### config.mk
export PLATFORM = sky130hd
export DESIGN_NAME = pipe_hazard_ctrl_flat
export DESIGN_NICKNAME = d
export VERILOG_FILES = /design/src/rtl/hazard_pkg.sv /design/src/rtl/pipe_hazard_ctrl_if.sv /design/src/rtl/hazard_wait_timer.sv /design/src/rtl/pipe_hazard_ctrl.sv /design/src/flat_wrapper.sv
export SDC_FILE = /design/constraint.sdc
export NUM_CORES = 1
export LEC_CHECK = 0
export BUFFER_PORTS_ARGS = -buffer_cell sky130_fd_sc_hd__buf_2
export CORE_AREA = 3 3 40 42
export CTS_CLUSTER_SIZE = 40
export DETAILED_ROUTE_END_ITERATION = 7
export DIE_AREA = 0 0 43 45
export PLACE_DENSITY = 0.81
export SLEW_MARGIN = 20
export SYNTH_ARGS = -nofsm -noshare
export SYNTH_HDL_FRONTEND = slang
export SYNTH_HIERARCHICAL = 1
export SYNTH_SLANG_ARGS = --single-unit
export TNS_END_PERCENT = 30
### constraint.sdc
create_clock -name CLK -period 5.05 [get_ports CLK]
set_clock_uncertainty 0.15 [all_clocks]
set_input_delay 0 -clock CLK [delete_from_list [all_inputs] [get_ports CLK]]
set_output_delay 0 -clock CLK [all_outputs]
set_load 0.005 [all_outputs]
### src/rtl/hazard_pkg.sv
// Shared types and defaults for the pipeline hazard sequencer.
package hazard_pkg;

    typedef enum logic [1:0] {
        ST_RUN      = 2'd0,
        ST_MEM_WAIT = 2'd1,
        ST_HALTED   = 2'd2
    } hazard_state_e;

    localparam int unsigned WAIT_MAX_DEF = 32'd255;
    localparam int unsigned WAIT_W_DEF   = 32'd8;

endpackage

### src/rtl/pipe_hazard_ctrl_if.sv
// Hazard-control bundle between the pipeline datapath (master) and the sequencer (slave).
// Perf counter signals exist only when HAZARD_PERF_EN is defined.
interface pipe_hazard_ctrl_if;
    logic load_use_stall;
    logic ex_redirect;
    logic mem_req;
    logic mem_ready;
    logic wb_halt;
    logic pc_we;
    logic ifid_we;
    logic idex_we;
    logic exmem_we;
    logic memwb_we;
    logic ifid_bubble;
    logic idex_bubble;
    logic flush_id;
    logic flush_ex;
    logic halted;
    logic mem_err;
`ifdef HAZARD_PERF_EN
    logic [31:0] perf_stall_cnt;
    logic [31:0] perf_flush_cnt;
`endif

    modport slave (
        input  load_use_stall, ex_redirect, mem_req, mem_ready, wb_halt,
        output pc_we, ifid_we, idex_we, exmem_we, memwb_we,
        output ifid_bubble, idex_bubble, flush_id, flush_ex, halted, mem_err
`ifdef HAZARD_PERF_EN
        , output perf_stall_cnt, perf_flush_cnt
`endif
    );

    modport master (
        output load_use_stall, ex_redirect, mem_req, mem_ready, wb_halt,
        input  pc_we, ifid_we, idex_we, exmem_we, memwb_we,
        input  ifid_bubble, idex_bubble, flush_id, flush_ex, halted, mem_err
`ifdef HAZARD_PERF_EN
        , input perf_stall_cnt, perf_flush_cnt
`endif
    );
endinterface

### src/rtl/hazard_wait_timer.sv
// Counts consecutive data-memory wait cycles; expired flags the timeout limit.
module hazard_wait_timer
    import hazard_pkg::*;
#(
    parameter int unsigned WAIT_MAX = WAIT_MAX_DEF,
    parameter int unsigned WAIT_W   = WAIT_W_DEF
) (
    input  logic CLK,
    input  logic RST,
    input  logic inc_i,
    input  logic clr_i,
    output logic expired_o
);

    logic [WAIT_W-1:0] cnt_q;
    logic [WAIT_W-1:0] cnt_d;

    // Next count: clear dominates increment
    always_comb begin
        cnt_d = cnt_q;
        if (clr_i) begin
            cnt_d = {WAIT_W{1'b0}};
        end else if (inc_i) begin
            cnt_d = cnt_q + WAIT_W'(1);
        end else begin
            cnt_d = cnt_q;
        end
    end

    // Counter register
    always_ff @(posedge CLK) begin
        if (RST) begin
            cnt_q <= {WAIT_W{1'b0}};
        end else begin
            cnt_q <= cnt_d;
        end
    end

    assign expired_o = (cnt_q == WAIT_W'(WAIT_MAX));

endmodule

### src/rtl/pipe_hazard_ctrl.sv
// Pipeline sequencer: stall/redirect/memory-wait/halt arbitration into stage enables.
// Optional perf counters enabled by defining HAZARD_PERF_EN.
module pipe_hazard_ctrl
    import hazard_pkg::*;
#(
    parameter int unsigned WAIT_MAX = WAIT_MAX_DEF,
    parameter int unsigned WAIT_W   = WAIT_W_DEF
) (
    input  logic              CLK,
    input  logic              RST,
    pipe_hazard_ctrl_if.slave bus
);

    hazard_state_e state_q, state_d;
    logic flush_id_q, flush_id_d;
    logic flush_ex_q, flush_ex_d;
    logic halted_q, halted_d;
    logic mem_err_q, mem_err_d;
    logic [4:0] we_s;
    logic [1:0] bub_s;
    logic mem_block_s;
    logic tmr_inc_s;
    logic tmr_clr_s;
    logic tmr_expired_s;

    // While waiting the request is frozen upstream, so only ready matters
    assign mem_block_s = (state_q == ST_RUN) ? (bus.mem_req & ~bus.mem_ready) : ~bus.mem_ready;

    hazard_wait_timer #(
        .WAIT_MAX (WAIT_MAX),
        .WAIT_W   (WAIT_W)
    ) u_wait_timer (
        .CLK       (CLK),
        .RST       (RST),
        .inc_i     (tmr_inc_s),
        .clr_i     (tmr_clr_s),
        .expired_o (tmr_expired_s)
    );

    // Priority arbitration: halt > memory wait > redirect > load-use
    always_comb begin
        we_s       = 5'b00000;
        bub_s      = 2'b00;
        state_d    = state_q;
        flush_id_d = flush_id_q;
        flush_ex_d = flush_ex_q;
        halted_d   = halted_q;
        mem_err_d  = mem_err_q;
        tmr_inc_s  = 1'b0;
        tmr_clr_s  = 1'b0;
        if (RST) begin
            state_d = ST_RUN;
        end else begin
            case (state_q)
                ST_RUN, ST_MEM_WAIT: begin
                    if (bus.wb_halt) begin
                        state_d    = ST_HALTED;
                        halted_d   = 1'b1;
                        flush_id_d = 1'b0;
                        flush_ex_d = 1'b0;
                        tmr_clr_s  = 1'b1;
                    end else if (mem_block_s) begin
                        if (state_q == ST_RUN) begin
                            state_d   = ST_MEM_WAIT;
                            tmr_inc_s = 1'b1;
                        end else if (tmr_expired_s) begin
                            state_d   = ST_HALTED;
                            halted_d  = 1'b1;
                            mem_err_d = 1'b1;
                            tmr_clr_s = 1'b1;
                        end else begin
                            tmr_inc_s = 1'b1;
                        end
                    end else begin
                        state_d   = ST_RUN;
                        tmr_clr_s = 1'b1;
                        if (bus.ex_redirect) begin
                            we_s       = 5'b11111;
                            bub_s      = 2'b11;
                            flush_id_d = 1'b1;
                            flush_ex_d = 1'b1;
                        end else if (bus.load_use_stall) begin
                            we_s       = 5'b00111;
                            bub_s      = 2'b01;
                            flush_id_d = 1'b0;
                            flush_ex_d = 1'b1;
                        end else begin
                            we_s       = 5'b11111;
                            flush_id_d = 1'b0;
                            flush_ex_d = 1'b0;
                        end
                    end
                end
                ST_HALTED: begin
                    state_d = ST_HALTED;
                end
                default: begin
                    state_d = ST_RUN;
                end
            endcase
        end
    end

    // State and registered status flags
    always_ff @(posedge CLK) begin
        if (RST) begin
            state_q    <= ST_RUN;
            flush_id_q <= 1'b0;
            flush_ex_q <= 1'b0;
            halted_q   <= 1'b0;
            mem_err_q  <= 1'b0;
        end else begin
            state_q    <= state_d;
            flush_id_q <= flush_id_d;
            flush_ex_q <= flush_ex_d;
            halted_q   <= halted_d;
            mem_err_q  <= mem_err_d;
        end
    end

    assign bus.pc_we       = we_s[4];
    assign bus.ifid_we     = we_s[3];
    assign bus.idex_we     = we_s[2];
    assign bus.exmem_we    = we_s[1];
    assign bus.memwb_we    = we_s[0];
    assign bus.ifid_bubble = bub_s[1];
    assign bus.idex_bubble = bub_s[0];
    assign bus.flush_id    = flush_id_q;
    assign bus.flush_ex    = flush_ex_q;
    assign bus.halted      = halted_q;
    assign bus.mem_err     = mem_err_q;

`ifdef HAZARD_PERF_EN
    logic [31:0] perf_stall_q;
    logic [31:0] perf_flush_q;
    logic        redirect_acc_s;

    // Only an accepted redirect drives pc_we together with an IF/ID bubble
    assign redirect_acc_s = we_s[4] & bub_s[1];

    // Performance counters
    always_ff @(posedge CLK) begin
        if (RST) begin
            perf_stall_q <= 32'd0;
            perf_flush_q <= 32'd0;
        end else begin
            if ((state_q != ST_HALTED) && !we_s[4]) begin
                perf_stall_q <= perf_stall_q + 32'd1;
            end
            if (redirect_acc_s) begin
                perf_flush_q <= perf_flush_q + 32'd1;
            end
        end
    end

    assign bus.perf_stall_cnt = perf_stall_q;
    assign bus.perf_flush_cnt = perf_flush_q;
`endif

endmodule

### src/flat_wrapper.sv
// flat-port wrapper written by rule: the top's interface ports become plain ports
module pipe_hazard_ctrl_flat import hazard_pkg::*;
#(
    parameter int unsigned WAIT_MAX = WAIT_MAX_DEF,
    parameter int unsigned WAIT_W   = WAIT_W_DEF
)
  (CLK, RST, bus_load_use_stall, bus_ex_redirect, bus_mem_req, bus_mem_ready, bus_wb_halt, bus_pc_we, bus_ifid_we, bus_idex_we, bus_exmem_we, bus_memwb_we, bus_ifid_bubble, bus_idex_bubble, bus_flush_id, bus_flush_ex, bus_halted, bus_mem_err);
  pipe_hazard_ctrl_if bus_i ();
  input  logic CLK;
  input  logic RST;
  input wire logic [$bits(bus_i.load_use_stall)-1:0] bus_load_use_stall;
  input wire logic [$bits(bus_i.ex_redirect)-1:0] bus_ex_redirect;
  input wire logic [$bits(bus_i.mem_req)-1:0] bus_mem_req;
  input wire logic [$bits(bus_i.mem_ready)-1:0] bus_mem_ready;
  input wire logic [$bits(bus_i.wb_halt)-1:0] bus_wb_halt;
  output wire logic [$bits(bus_i.pc_we)-1:0] bus_pc_we;
  output wire logic [$bits(bus_i.ifid_we)-1:0] bus_ifid_we;
  output wire logic [$bits(bus_i.idex_we)-1:0] bus_idex_we;
  output wire logic [$bits(bus_i.exmem_we)-1:0] bus_exmem_we;
  output wire logic [$bits(bus_i.memwb_we)-1:0] bus_memwb_we;
  output wire logic [$bits(bus_i.ifid_bubble)-1:0] bus_ifid_bubble;
  output wire logic [$bits(bus_i.idex_bubble)-1:0] bus_idex_bubble;
  output wire logic [$bits(bus_i.flush_id)-1:0] bus_flush_id;
  output wire logic [$bits(bus_i.flush_ex)-1:0] bus_flush_ex;
  output wire logic [$bits(bus_i.halted)-1:0] bus_halted;
  output wire logic [$bits(bus_i.mem_err)-1:0] bus_mem_err;
  assign bus_i.load_use_stall = bus_load_use_stall;
  assign bus_i.ex_redirect = bus_ex_redirect;
  assign bus_i.mem_req = bus_mem_req;
  assign bus_i.mem_ready = bus_mem_ready;
  assign bus_i.wb_halt = bus_wb_halt;
  assign bus_pc_we = bus_i.pc_we;
  assign bus_ifid_we = bus_i.ifid_we;
  assign bus_idex_we = bus_i.idex_we;
  assign bus_exmem_we = bus_i.exmem_we;
  assign bus_memwb_we = bus_i.memwb_we;
  assign bus_ifid_bubble = bus_i.ifid_bubble;
  assign bus_idex_bubble = bus_i.idex_bubble;
  assign bus_flush_id = bus_i.flush_id;
  assign bus_flush_ex = bus_i.flush_ex;
  assign bus_halted = bus_i.halted;
  assign bus_mem_err = bus_i.mem_err;
  pipe_hazard_ctrl #(.WAIT_MAX(WAIT_MAX), .WAIT_W(WAIT_W)) u_core (.CLK(CLK), .RST(RST), .bus(bus_i));
endmodule
* After elaboration in Yosys (flattened, before gate mapping) *
Cells that the tools add are included.

word-level totals
  bits in registers = 14
  input port bits = 7
  output and inout port bits = 11
  word-level logic and storage cells = 66

cells by class
  $add $sub $neg = 1
  eq/ne operators = 6
  mux-type cells = 41
  bitwise operators = 4
  reductions and logical operators = 8

operators by type and width
  cell                                                                   count
  5-bit 2-to-1 mux                                                       6
  1-bit 2-to-1 mux                                                       25
  2-bit 2-to-1 mux                                                       9
  8-bit by 1-bit adder with 8-bit output, second input constant          1
  8-bit equality test, second input constant                             1
  5-bit != test, second input constant                                   1
  5-bit AND reduction                                                    1
  2-bit != test, second input constant                                   2
  2-bit one-hot mux with 2 select lines                                  1
  4-bit AND reduction                                                    1
  2-bit nonzero test                                                     2
  2-bit OR reduction                                                     2
  1-bit NOT                                                              3
  2-bit by 1-bit equality test with 1-bit output, second input constant  1
  2-bit equality test, second input constant                             1
  2-bit zero test                                                        1
  2-bit AND reduction                                                    1
  1-bit AND                                                              1

* Logic depth before layout (Yosys ltp) *
  word-level depth = 8
  mapped depth = 9

* Cells and area by module *
The synthesis kept the hierarchy.

by module, submodules not included
  module             instances  cells an instance  area each (µm²)  seq. area each (µm²)
  hazard_wait_timer  1          40                 354.1            160.2
  pipe_hazard_ctrl   1          38                 310.3            120.1

* Least setup slack after synthesis *
Ideal clock, no wire load.

  path type = reg-to-reg
  start point = register u_core.u_wait_timer.cnt_q[0]
  end point = register u_core.u_wait_timer.cnt_q[7]
  setup time = 70 ps
  data arrival time = 1976 ps
  path slack = 2854 ps
  cell stages (with the launch flop) = 10
  path buffers = 1
  period minus slack after synthesis = 2196 ps
  path through = dfxtp_1 ha_1 nand3_1 nor2_1 a2111oi_2 nor3b_1 buf_2 nand4_1 or3_1 a21oi_1

RTL lines
  element                   line                     RTL
  start, declared           hazard_wait_timer.sv:15  logic [WAIT_W-1:0] cnt_q;
  start signal, assigned    hazard_wait_timer.sv:33  cnt_q <= {WAIT_W{1'b0}};
  start signal, assigned    hazard_wait_timer.sv:35  cnt_q <= cnt_d;
  8-bit equality test       hazard_wait_timer.sv:39  assign expired_o = (cnt_q == WAIT_W'(WAIT_MAX));
  via u_core.tmr_expired_s  pipe_hazard_ctrl.sv:24   logic tmr_expired_s;
  1-bit 2-to-1 mux          pipe_hazard_ctrl.sv:66   end else if (tmr_expired_s) begin
  1-bit 2-to-1 mux          pipe_hazard_ctrl.sv:63   if (state_q == ST_RUN) begin
  1-bit 2-to-1 mux          pipe_hazard_ctrl.sv:62   end else if (mem_block_s) begin
  1-bit 2-to-1 mux          pipe_hazard_ctrl.sv:56   if (bus.wb_halt) begin
  1-bit 2-to-1 mux          pipe_hazard_ctrl.sv:54   case (state_q)
  1-bit 2-to-1 mux          pipe_hazard_ctrl.sv:51   if (RST) begin
  via u_core.tmr_inc_s      pipe_hazard_ctrl.sv:22   logic tmr_inc_s;

The timed path passes the listed nets, and every way through them passes these cells.
A chain may end at the register's enable or synchronous reset.

* Final worst setup path *
  start point = register u_core.u_wait_timer.cnt_q[0]
  end point = register u_core.u_wait_timer.cnt_q[6]

Same word-level chain as after synthesis.

==> out/summary.txt <==
status -> finished, final reports clean
CTS tree -> done
count of pins over their slew limit -> 0
DRT Pass-1 Iters -> 4
Worst setup SP type -> register
worst path required time -> 5.12 ns
Residual DRC -> 0
f_max -> 343 MHz
initial antenna violation count -> 0
Ys Warns -> 6
RSZ-0062 raised after global routing -> false
# IOs -> 18
count leader, synth -> dfxtp_1
Avg WL per Cell -> 12.6 µm
root buffer cell -> clkbuf_4
GR Overflow Total -> 0
CORE AREA -> 1280 µm²
Final HPWL DP -> 932 µm
CP Class -> reg2reg
Longest Clk Path Bufs -> 2
max_cap viols -> 0
Post-CTS Resized -> 0
worst-skew pair later-pin latency -> 0.28 ns
Crit path max-delay family -> simple AND/OR/NAND/NOR gates
CP Launch Point -> u_core/u_wait_timer/cnt_q[0]
crit path to -> u_core/u_wait_timer/cnt_q[6]
final cycle utilization of the critical path -> 57.7%
initial core utilization -> 51.7%
Synth Cell Area -> 664 µm²
Overall Global Routing Usage -> 16.0%
Syn Nets -> 86
slew margin rel. -> 42.2%
Final setup viols -> 0
CP max FO -> 7
Top FF cell, synth -> dfxtp_1
Post-DRT Antenna Nets -> 0
R2R Path End -> u_core/u_wait_timer/cnt_q[6]
Setup TNS -> 0 ns
Post-CTS Setup Inserts -> 0
Critical Path AT -> 2.98 ns
average size of a mapped cell -> 8.52 µm²
chip height -> 45 µm
drt total wl -> 1.48 mm
n_diodes -> 0
buffers added on ports -> 17
H-tree depth -> 1
Via density -> 5.38
post-synthesis cell count -> 78
register area share after synthesis -> 42.2%
gpl congestion -> 0.687
Die Wd -> 43 µm
final hold slack -> 0.0787 ns
net count reported at finish -> 111
Critical Path Max Stage Delay -> 0.76 ns
CTS Sinks -> 14
area leader, netlist -> dfxtp_1
critical path depth in cells -> 8
die area -> 1940 µm²
Worst R2R Path Depth -> 8
Slowest-stage cell, CP -> nor3b_1
R2R setup slack -> 2.14 ns
Synth cell types -> 28
row cnt -> 13
layout cells sized above 1 -> 24.5%
Post-synth EDFFs -> 0
Synth top area share -> 42.2%
Cell Pwr Density -> 260 nW/µm²
Pleak -> 0.375 nW
crit path buf inv count -> 0
flops & latches, synth -> 14
top cells by area, synth -> dfxtp_1 42%, nor2_1 5.6%, a21oi_1 4.5%, xor2_1 4.0%, buf_4 3.4%
via count -> 630
Hold Crit Class -> in2reg
final number of hold-violating endpoints -> 0
drt initial violations -> 17
synth cell count leaders -> 14 x dfxtp_1, 10 x nor2_1, 6 x a21oi_1, 6 x inv_1, 4 x o21ai_0
crit end category -> register
global-route wire length before repair -> 2.30 mm
largest net degree at the start of global routing -> 11
share of flip-flops with an asynchronous set or reset -> 0%
vias in the first global route -> 570
Final Critical Period -> 2.91 ns
Worst IR Drop VDD -> 0.0000998 V
CTS buffer count -> 3
critical path, cell by cell -> ha_1 > nand3_1 > nor2_1 > a2111oi_2 > nor3b_1 > nand2_1 > or3_1 > a21oi_1
FF-to-FF Start -> u_core/u_wait_timer/cnt_q[0]
Clock transition at path regs -> 0.09 ns
Area Overhead vs Synth -> 29.4%
CTS Hold Bufs -> 9
Tightest Pin Transition -> 0.865 ns
==> layout make-up <==
class                           count  area, µm²
Fill cell                         106        425
Inverter                            6       22.5
Sequential cell                    14        280
Timing Repair Buffer               26        175
Tap cell                           15       18.8
Clock buffer                        4       36.3
Multi-Input combinational cell     52        327
==> power by group <==
group / leakage [nW] / total, W / switching, W / internal [W]
Clock: 0.0210 / 0.0000799 / 0.0000361 / 0.0000439
Combinational: 0.240 / 0.0000277 / 0.0000132 / 0.0000144
Sequential: 0.114 / 0.000116 / 0.00000290 / 0.000113
==> worst register-to-register path: cells and delay by family, from the launching register on <==
| family | cells | cell delay [ns] |
|---|---|---|
| compound gates | 2 | 0.60 |
| fa+ha+maj | 1 | 0.24 |
| simple gates | 5 | 1.51 |
| flops | 1 | 0.36 |
==> state kept, by name, indices dropped and copies added (netlist names) <==
signal / count
u_core/u_wait_timer/cnt_q: 8
u_core/state_q: 2
u_core/bus.flush_ex: 1
u_core/bus.flush_id: 1
u_core/bus.halted: 1
u_core/bus.mem_err: 1
==> kinds of logic (layout without fill, tap and decap cells) <==
logic type,count (synthesis),count (layout),synth area share [%]
simple gates,30,30,24.7
fa+ha+maj,1,1,1.88
compound gates,16,16,15.8
flops,14,14,42.2
mux,1,1,1.51
buf+inv,12,36,8.66
xor+xnor,4,4,5.27
==> placed cells by master, fill, tap and decap left out <==
cell / count
ha_1: 1
nor2_1: 10
o21ai_0: 4
or3_1: 3
clkbuf_4: 3
nand4_2: 1
dfxtp_1: 14
o31a_1: 1
nor3b_1: 2
nor2_2: 1
inv_1: 6
dlygate4sd3_1: 9
nor3_1: 3
xor2_1: 3
xnor2_1: 1
buf_2: 17
and3b_1: 1
or2_2: 1
nand2_1: 1
nand2b_1: 1
clkbuf_8: 1
mux2i_1: 1
nand3_1: 3
a21oi_1: 6
o21bai_1: 1
a2111oi_2: 1
a31oi_1: 1
nand4_1: 3
o32ai_1: 2
==> layer usage <==
layer	vias up	GRT usage (%)	part of all wire (%)
met5	-	0	0
met4	0	9.04	1.0
met3	2	2.39	4.2
met2	20	30.2	53
met1	288	16.8	42
li1	320	-	-
==> worst min path at each step <==
stage | to | startpoint | cells past startpoint | slack, ns
2_1_floorplan | bus_ifid_we | bus_load_use_stall | 1 | -0.08
6_report | u_core/state_q[0] | bus_mem_req | 4 | 0.08
3_5_place_dp | bus_pc_we | bus_load_use_stall | 3 | 0.13
4_1_cts | u_core/state_q[0] | bus_mem_req | 4 | 0.06
3_3_place_gp | bus_ifid_we | bus_load_use_stall | 3 | 0.12
5_1_grt | u_core/state_q[0] | bus_mem_req | 4 | 0.08
==> stage by stage <==
| step | std cells | area (µm²) | power [W] | utilization (%) | worst slack, ns |
|---|---|---|---|---|---|
| after floorplan | 78 | 664 | 0.000132 | - | 2.85 |
| after global placement | 104 | 733 | 0.000139 | 57.1 | 2.38 |
| after detailed placement | 104 | 733 | 0.000139 | 57.1 | 2.24 |
| after CTS | 117 | 860 | 0.000225 | 66.9 | 2.22 |
| after global routing | 117 | 860 | 0.000233 | 66.9 | 1.98 |
| final | 117 | 860 | 0.000223 | 66.9 | 2.14 |
Note: power is estimated with default switching activity, not from simulation.
